==> config.mk <==
export PLATFORM = sky130hd
export DESIGN_NAME = key_cmd_encoder
export DESIGN_NICKNAME = d
export VERILOG_FILES = /design/src/rtl/key_cmd_encoder.sv
export SDC_FILE = /design/constraint.sdc
export NUM_CORES = 1
export LEC_CHECK = 0
export CAP_MARGIN = 10
export CORE_MARGIN = 5
export CORE_UTILIZATION = 56
export CTS_CLUSTER_DIAMETER = 50
export DETAILED_ROUTE_END_ITERATION = 12
export PLACE_DENSITY = 0.83
export SLEW_MARGIN = 15
export SYNTH_ARGS = -nofsm -noshare
export SYNTH_HDL_FRONTEND = slang
export SYNTH_SLANG_ARGS = --single-unit
==> constraint.sdc <==
create_clock -name clk -period 2.1 [get_ports clk]
set_clock_uncertainty 0.15 [all_clocks]
set_input_delay 0.42 -clock clk [delete_from_list [all_inputs] [get_ports clk]]
set_output_delay 0.42 -clock clk [all_outputs]
set_load 0.005 [all_outputs]
==> src/rtl/key_cmd_encoder.sv <==
`default_nettype none
// ============================================================================
// key_cmd_encoder
// Debounced pushbutton front end issuing ALU opcode commands over valid/ready.
// Optional auto-repeat of held keys: define KEY_REPEAT_EN.
// Revision: 1.0
// ============================================================================
module key_cmd_encoder #(
  parameter int N               = 4,
  parameter int DEBOUNCE_CYCLES = 500000,
  parameter int REPEAT_CYCLES   = 25000000
) (
  input  logic           clk,
  input  logic           rst_n,
  input  logic [2:0]     key_n,
  input  logic [2*N-1:0] sw,
  input  logic           cmd_ready,
  output logic           cmd_valid,
  output logic [1:0]     cmd_op,
  output logic [N-1:0]   cmd_a,
  output logic [N-1:0]   cmd_b,
  output logic [2:0]     key_level,
  output logic           overrun
);

  localparam int                c_DB_W    = $clog2(DEBOUNCE_CYCLES);
  localparam logic [c_DB_W-1:0] c_DB_LAST = c_DB_W'(DEBOUNCE_CYCLES - 1);
`ifdef KEY_REPEAT_EN
  localparam int                c_RP_W    = $clog2(REPEAT_CYCLES + 1);
  localparam logic [c_RP_W-1:0] c_RP_LAST = c_RP_W'(REPEAT_CYCLES - 1);
`else
  logic w_unused_repeat;
  assign w_unused_repeat = ^REPEAT_CYCLES;
`endif

  typedef enum logic [0:0] {
    S_IDLE = 1'b0,
    S_HOLD = 1'b1
  } state_t;

  logic [2:0] r_sync1;
  logic [2:0] r_sync2;
  logic [2:0] w_level;
  logic [2:0] w_upd;
  logic [2:0] w_press;
  logic [2:0] w_rep;
  logic [2:0] w_ev;

  always_ff @(posedge clk) begin
    if (!rst_n) begin
      r_sync1 <= 3'b111;
      r_sync2 <= 3'b111;
    end else begin
      r_sync1 <= key_n;
      r_sync2 <= r_sync1;
    end
  end

  genvar gi;
  generate
    for (gi = 0; gi < 3; gi++) begin : g_key
      logic [c_DB_W-1:0] r_cnt;
      logic              r_lvl;
      logic              w_diff;

      assign w_diff       = r_sync2[gi] ^ r_lvl;
      assign w_upd[gi]    = w_diff && (r_cnt == c_DB_LAST);
      assign w_press[gi]  = w_upd[gi] && r_lvl;
      assign w_level[gi]  = r_lvl;

      always_ff @(posedge clk) begin
        if (!rst_n) begin
          r_cnt <= '0;
          r_lvl <= 1'b1;
        end else if (!w_diff || w_upd[gi]) begin
          r_cnt <= '0;
          r_lvl <= r_lvl ^ w_upd[gi];
        end else begin
          r_cnt <= r_cnt + 1'b1;
        end
      end

`ifdef KEY_REPEAT_EN
      logic [c_RP_W-1:0] r_rep;
      logic              w_higher;

      // A release landing on the repeat edge wins: the key is no longer held.
      assign w_rep[gi] = !r_lvl && !w_upd[gi] && (r_rep == c_RP_LAST);

      if (gi < 2) begin : g_hi
        assign w_higher = |w_ev[2:gi+1];
      end else begin : g_top
        assign w_higher = 1'b0;
      end

      always_ff @(posedge clk) begin
        if (!rst_n) begin
          r_rep <= '0;
        end else if (r_lvl || w_upd[gi] || w_rep[gi] || w_higher) begin
          r_rep <= '0;
        end else begin
          r_rep <= r_rep + 1'b1;
        end
      end
`else
      assign w_rep[gi] = 1'b0;
`endif
    end
  endgenerate

  assign w_ev = w_press | w_rep;

  state_t         r_state;
  state_t         w_state_nx;
  logic [1:0]     r_op;
  logic [1:0]     w_op_nx;
  logic [1:0]     w_sel_op;
  logic [N-1:0]   r_a;
  logic [N-1:0]   r_b;
  logic [N-1:0]   w_a_nx;
  logic [N-1:0]   w_b_nx;
  logic           r_ovr;
  logic           w_ovr_nx;
  logic           w_any;
  logic           w_multi;
  logic           w_load;

  assign w_any   = |w_ev;
  assign w_multi = (w_ev[2] & (w_ev[1] | w_ev[0])) | (w_ev[1] & w_ev[0]);

  always_comb begin
    w_sel_op = 2'd0;
    if (w_ev[2]) begin
      w_sel_op = 2'd0;
    end else if (w_ev[1]) begin
      w_sel_op = 2'd1;
    end else if (w_ev[0]) begin
      w_sel_op = 2'd2;
    end
  end

  always_comb begin
    w_state_nx = r_state;
    w_op_nx    = r_op;
    w_a_nx     = r_a;
    w_b_nx     = r_b;
    w_ovr_nx   = r_ovr;
    w_load     = 1'b0;
    case (r_state)
      S_IDLE: begin
        if (w_any) begin
          w_load     = 1'b1;
          w_state_nx = S_HOLD;
        end
      end
      S_HOLD: begin
        if (cmd_ready) begin
          if (w_any) begin
            w_load = 1'b1;
          end else begin
            w_state_nx = S_IDLE;
          end
        end else if (w_any) begin
          w_ovr_nx = 1'b1;
        end
      end
      default: w_state_nx = S_IDLE;
    endcase
    // Only the highest-priority event is taken; any other is lost.
    if (w_load) begin
      w_op_nx = w_sel_op;
      w_a_nx  = sw[2*N-1:N];
      w_b_nx  = sw[N-1:0];
      if (w_multi) begin
        w_ovr_nx = 1'b1;
      end
    end
  end

  always_ff @(posedge clk) begin
    if (!rst_n) begin
      r_state <= S_IDLE;
      r_op    <= 2'd0;
      r_a     <= '0;
      r_b     <= '0;
      r_ovr   <= 1'b0;
    end else begin
      r_state <= w_state_nx;
      r_op    <= w_op_nx;
      r_a     <= w_a_nx;
      r_b     <= w_b_nx;
      r_ovr   <= w_ovr_nx;
    end
  end

  assign cmd_valid = (r_state == S_HOLD);
  assign cmd_op    = r_op;
  assign cmd_a     = r_a;
  assign cmd_b     = r_b;
  assign key_level = w_level;
  assign overrun   = r_ovr;

endmodule
`default_nettype wire
==> Yosys cells after proc, flatten, opt, wreduce, memory -nomap -nowiden <==
Index checks and enable logic that the tools add are counted.
{ "word_totals": {"reg_bits": 78, "output_inout_bits": 15, "input_bits": 14} }
{ "classes": {"n_eq_ne": 3, "addsub": 3, "reduce_logical": 16, "bitwise": 12, "muxes": 13} }
{ "op_table": {"columns": ["op", "n"], "rows": [
  ["$add 19x1->19 const B", 3],
  ["$eq 19x19->1 const B", 3],
  ["$mux 1", 8],
  ["$logic_and 1x1->1", 6],
  ["$mux 2", 3],
  ["$reduce_or 2->1", 3],
  ["$xor 1x1->1", 6],
  ["$pmux 1 s2", 2],
  ["$logic_not 1->1", 3],
  ["$logic_or 1x1->1", 3],
  ["$reduce_or 3->1", 1],
  ["$and 1x1->1", 2],
  ["$not 1->1", 2],
  ["$or 1x1->1", 2]
]} }

==> Logic depth before layout (Yosys ltp) <==
{ "depth": {"word_depth": 9, "ltp_mapped": 8, "depth_no_buf": 6} }

==> Least setup slack after synthesis <==
No wires, ideal clock.
{ "synth_path": {"path_kind": "flip-flop to flip-flop", "startpoint": "register g_key[2].r_cnt[15]", "endpoint": "register g_key[2].r_cnt[11]", "period_less_slack_ns": 1.968, "stages_incl_launch_ff": 8, "n_path_buf": 2, "setup_time_ns": 0.115, "setup_slack_ns": 0.132, "arrival_ns": 1.703, "required_time_ns": 1.835, "path_cell_list": "dfxtp_1 -> nand3_2 -> or4b_1 -> nor4_2 -> or3_1 -> buf_6 -> buf_8 -> nor2_1"} }
{ "synth_between": {"elab_chain_cells": 4} }
{ "synth_lines": {"columns": ["element", "line", "source"], "rows": [
  ["from (decl)", "62", "logic [c_DB_W-1:0] r_cnt;"],
  ["from (signal assigned)", "79", "r_cnt <= r_cnt + 1'b1;"],
  ["$eq 19x19->1", "67", "assign w_upd[gi] = w_diff && (r_cnt == c_DB_LAST);"],
  ["$logic_and 1x1->1", "67", null],
  ["$logic_or 1x1->1", "75", "end else if (!w_diff || w_upd[gi]) begin"],
  ["$reduce_or 2->1 (no source line)", null, null]
]} }
Every way passes these cells.
A chain may end at the register's enable or synchronous reset.

==> Final worst setup path <==
{ "layout_path": {"startpoint": "register g_key[2].r_cnt[5]", "endpoint": "register r_b[3], in the netlist cmd_b[3]"} }
{ "layout_between": {"elab_chain_cells": 7} }
{ "layout_lines": {"columns": ["element", "line", "source"], "rows": [
  ["$eq 19x19->1 *", "67", null],
  ["$logic_and 1x1->1 *", "67", null],
  ["$logic_and 1x1->1 *", "68", "assign w_press[gi] = w_upd[gi] && r_lvl;"],
  ["$reduce_or 3->1 *", "128", "assign w_any = |w_ev;"],
  ["$mux 1 *", "151, 158", null],
  ["$mux 1", "157", "if (cmd_ready) begin"],
  ["$pmux 1 s2 *", "149", "case (r_state)"],
  ["to (signal assigned)", "191", "r_b <= w_b_nx;"],
  ["to (decl)", "119", "logic [N-1:0] r_b;"]
]} }
Mark *: on every way between the ends. The rest lies on a longest branch, timed or not.

==> metrics <==
reg2reg start g_key[2].r_cnt[5]$_SDFF_PP0_; Final #Nets 457; met3 routed WL 393 um; largest cells by area after synthesis dfxtp_1, xor2_1, nor2_1, nand4_1, xnor2_1; pin count of the biggest net entering global routing 43; share of layout cells above drive strength 1 0.115; Worst setup startpoint g_key[2].r_cnt[5]$_SDFF_PP0_; Crit-path slowest cell or4b_1; critical path class reg -> reg; final hold vios 0; root buffer cell clkbuf_8; Hold Slack 0.268 ns; grt ovf 0; Final Max Tran Viols 0; Seq/Total Area, Yosys 0.448; via count of the first global-routing pass 2802; commonest non-fill, non-tap cell in the layout dfxtp_1; post-CTS setup buffer count 0; Die W 88.9 um; Req. time, crit path 2.25 ns; PwrDens 696 nW/um^2; syn nets 415; Worst path max stage delay 0.55 ns; drt initial violations 166; slew margin rel. 0.670; Pre-antenna DRT Iters 5; final setup fails 0; worst-path fanout max 19; Reg2Reg Depth 6; setup ws final 0.0703 ns; worst path cell trace or4b_1, nor4_2, a2bb2oi_1, buf_4, nand4b_1, nand4_1; Avg Cell Area, Syn 8.76 sq um; # H-tree levels 3; Synth-to-Final Area Change 20.5%; first-pass GRT wire length 12.8 mm; max_cap viols 0; All-Layer GR Usage 0.212; reg2reg setup slack 0.07 ns; post-route ant nets 0; die area 7900 sq um; total wire length 7.81 mm; asr flop ratio synth 0; initial antenna violation count 0; highest clock rate 0.493 GHz; Critical Path Source Type register; Num Clock Sinks 78; Synth Flop Type dfxtp_1; via-per-instance ratio 5.72; CTS tree built; FF+latch count, synth 78; status finished, final reports clean; leakage 1.38 nW; dpl hpwl 5.41 mm; actual transition at the worst max-transition pin 0.491 ns; clk_lat worst skew 0.36 ns; Worst EP arrival 2.18 ns; Avg WL per Cell 15.0 um; post-synth cell types 40; met1 WL 3.38 mm; pre-CTS WS 0.0537 ns; FF-to-FF End cmd_b[3]$_SDFFE_PN0P_; Core Area 5990 sq um; Antenna diodes 0; RSZ-0062 raised after global routing no; area leader, netlist dfxtp_1; Synth top area share 0.448; post-route cell area 4200 sq um; placed insts 504; top routing layer in use met4; fin crit share 0.967; Yosys warnings 0; hold crit path type reg -> reg; Post-DP Area 3920 sq um; cell count after synthesis 398; setup tns final 0 ns; commonest cells after routing, fill and taps aside dfxtp_1, nor2_1, nand3_1; FP Rows 28; detailed-route DRC error count 0; met2 WL post-DR 3.86 mm; post-route insts no fill 520; Top Ports 29; CP Capture Point cmd_b[3]$_SDFFE_PN0P_; total CTS buffers 9; Post-synth EDFFs 0; gpl congestion 0.876; Port Buffers 28; Vias 2972; Longest Clk Path Bufs 2; die span in y 88.9 um; clock slew at reported path FFs 0.08 ns; Final Critical Period 2.03 ns; post-synthesis cell area 3480 sq um; Initial Util 0.582; Max VDD drop 0.544 mV; CP endpoint kind register
==> metal layers <==
metal  vias up  track usage
met5         -            0
met4         0        0.107
met3        16       0.0549
met2        88        0.349
met1      1399        0.253
li1       1469            -
==> worst min path at each step <==
stage | start | endpoint | slack, ns | depth (start not counted)
2_1_floorplan | r_sync1[0]$_SDFF_PN1_ | r_sync2[0]$_SDFF_PN1_ | 0.24 | 1
3_3_place_gp | r_sync1[0]$_SDFF_PN1_ | r_sync2[0]$_SDFF_PN1_ | 0.24 | 1
3_5_place_dp | r_sync1[0]$_SDFF_PN1_ | r_sync2[0]$_SDFF_PN1_ | 0.25 | 1
5_1_grt | r_sync1[0]$_SDFF_PN1_ | r_sync2[0]$_SDFF_PN1_ | 0.29 | 1
6_report | r_sync1[0]$_SDFF_PN1_ | r_sync2[0]$_SDFF_PN1_ | 0.27 | 1
4_1_cts | r_sync1[0]$_SDFF_PN1_ | r_sync2[0]$_SDFF_PN1_ | 0.27 | 1
==> logic make-up after synthesis <==
logic type / Yosys count / share of synthesized area
and+or+nand+nor: 223 / 0.343
AOI/OAI and AO/OA: 10 / 0.0190
adders and majority gates: 3 / 0.0108
buffers and inverters: 29 / 0.0409
muxes: 1 / 0.00287
DFF: 78 / 0.448
xor gates and xnor gates: 54 / 0.136
==> metrics by stage <==
| stage | power, mW | util |
|---|---|---|
| after floorplan | 1.55 | - |
| after global placement | 1.59 | 0.654 |
| after detailed placement | 1.59 | 0.654 |
| after CTS | 2.94 | 0.696 |
| after global routing | 3.04 | 0.701 |
| final | 2.92 | 0.701 |
==> what timing repair did <==
action	4_1_cts	5_1_grt
hold buffers	0	0
setup endpoints to repair	0	22
gates resized for setup	0	8
==> Yosys cell counts (all sizes together) (2+ instances only) <==
master	n
xor2	32
a21oi	4
clkbuf	10
or3	3
nor4bb	2
ha	3
dfxtp	78
nor3	8
nor2	69
a2bb2oi	2
nor4b	4
nand2	21
nand4b	8
or2	2
nand3	37
buf	9
nand2b	11
xnor2	22
inv	10
nand4	34
nor4	5
and4	3
and3	6
or4	3
or4b	3
==> worst max-delay path: cells and delay by family, from the launching register on <==
kind | cells | cell delay, ns
AO/OA/AOI/OAI | 1 | 0.11
flip-flops | 1 | 0.31
buffers and inverters | 1 | 0.20
AND/OR/NAND/NOR | 4 | 1.19
==> area by class of cell <==
type | count | area [sq um]
Clock buffer | 14 | 193
Clock inverter | 2 | 60.1
Sequential cell | 78 | 1570
Inverter | 10 | 37.5
Tap cell | 75 | 93.8
Multi-Input combinational cell | 291 | 1800
Fill cell | 461 | 1790
Timing Repair Buffer | 50 | 445
==> state kept, by name, indices dropped and copies added (netlist names), named ones only <==
| signal | count |
|---|---|
| r_sync1 | 3 |
| g_key.r_cnt | 57 |
| r_sync2 | 3 |
| cmd_op | 2 |
| overrun | 1 |
| cmd_valid | 1 |
| cmd_a | 4 |
| cmd_b | 4 |
==> where the power goes <==
part / total (mW) / switching, mW / internal (mW) / leakage, nW
registers: 1.49 / 0.00463 / 1.48 / 0.631
logic: 0.0648 / 0.0323 / 0.0325 / 0.623
clock network: 1.37 / 0.534 / 0.832 / 0.129
No activity file was read; power rests on OpenSTA's default activity.
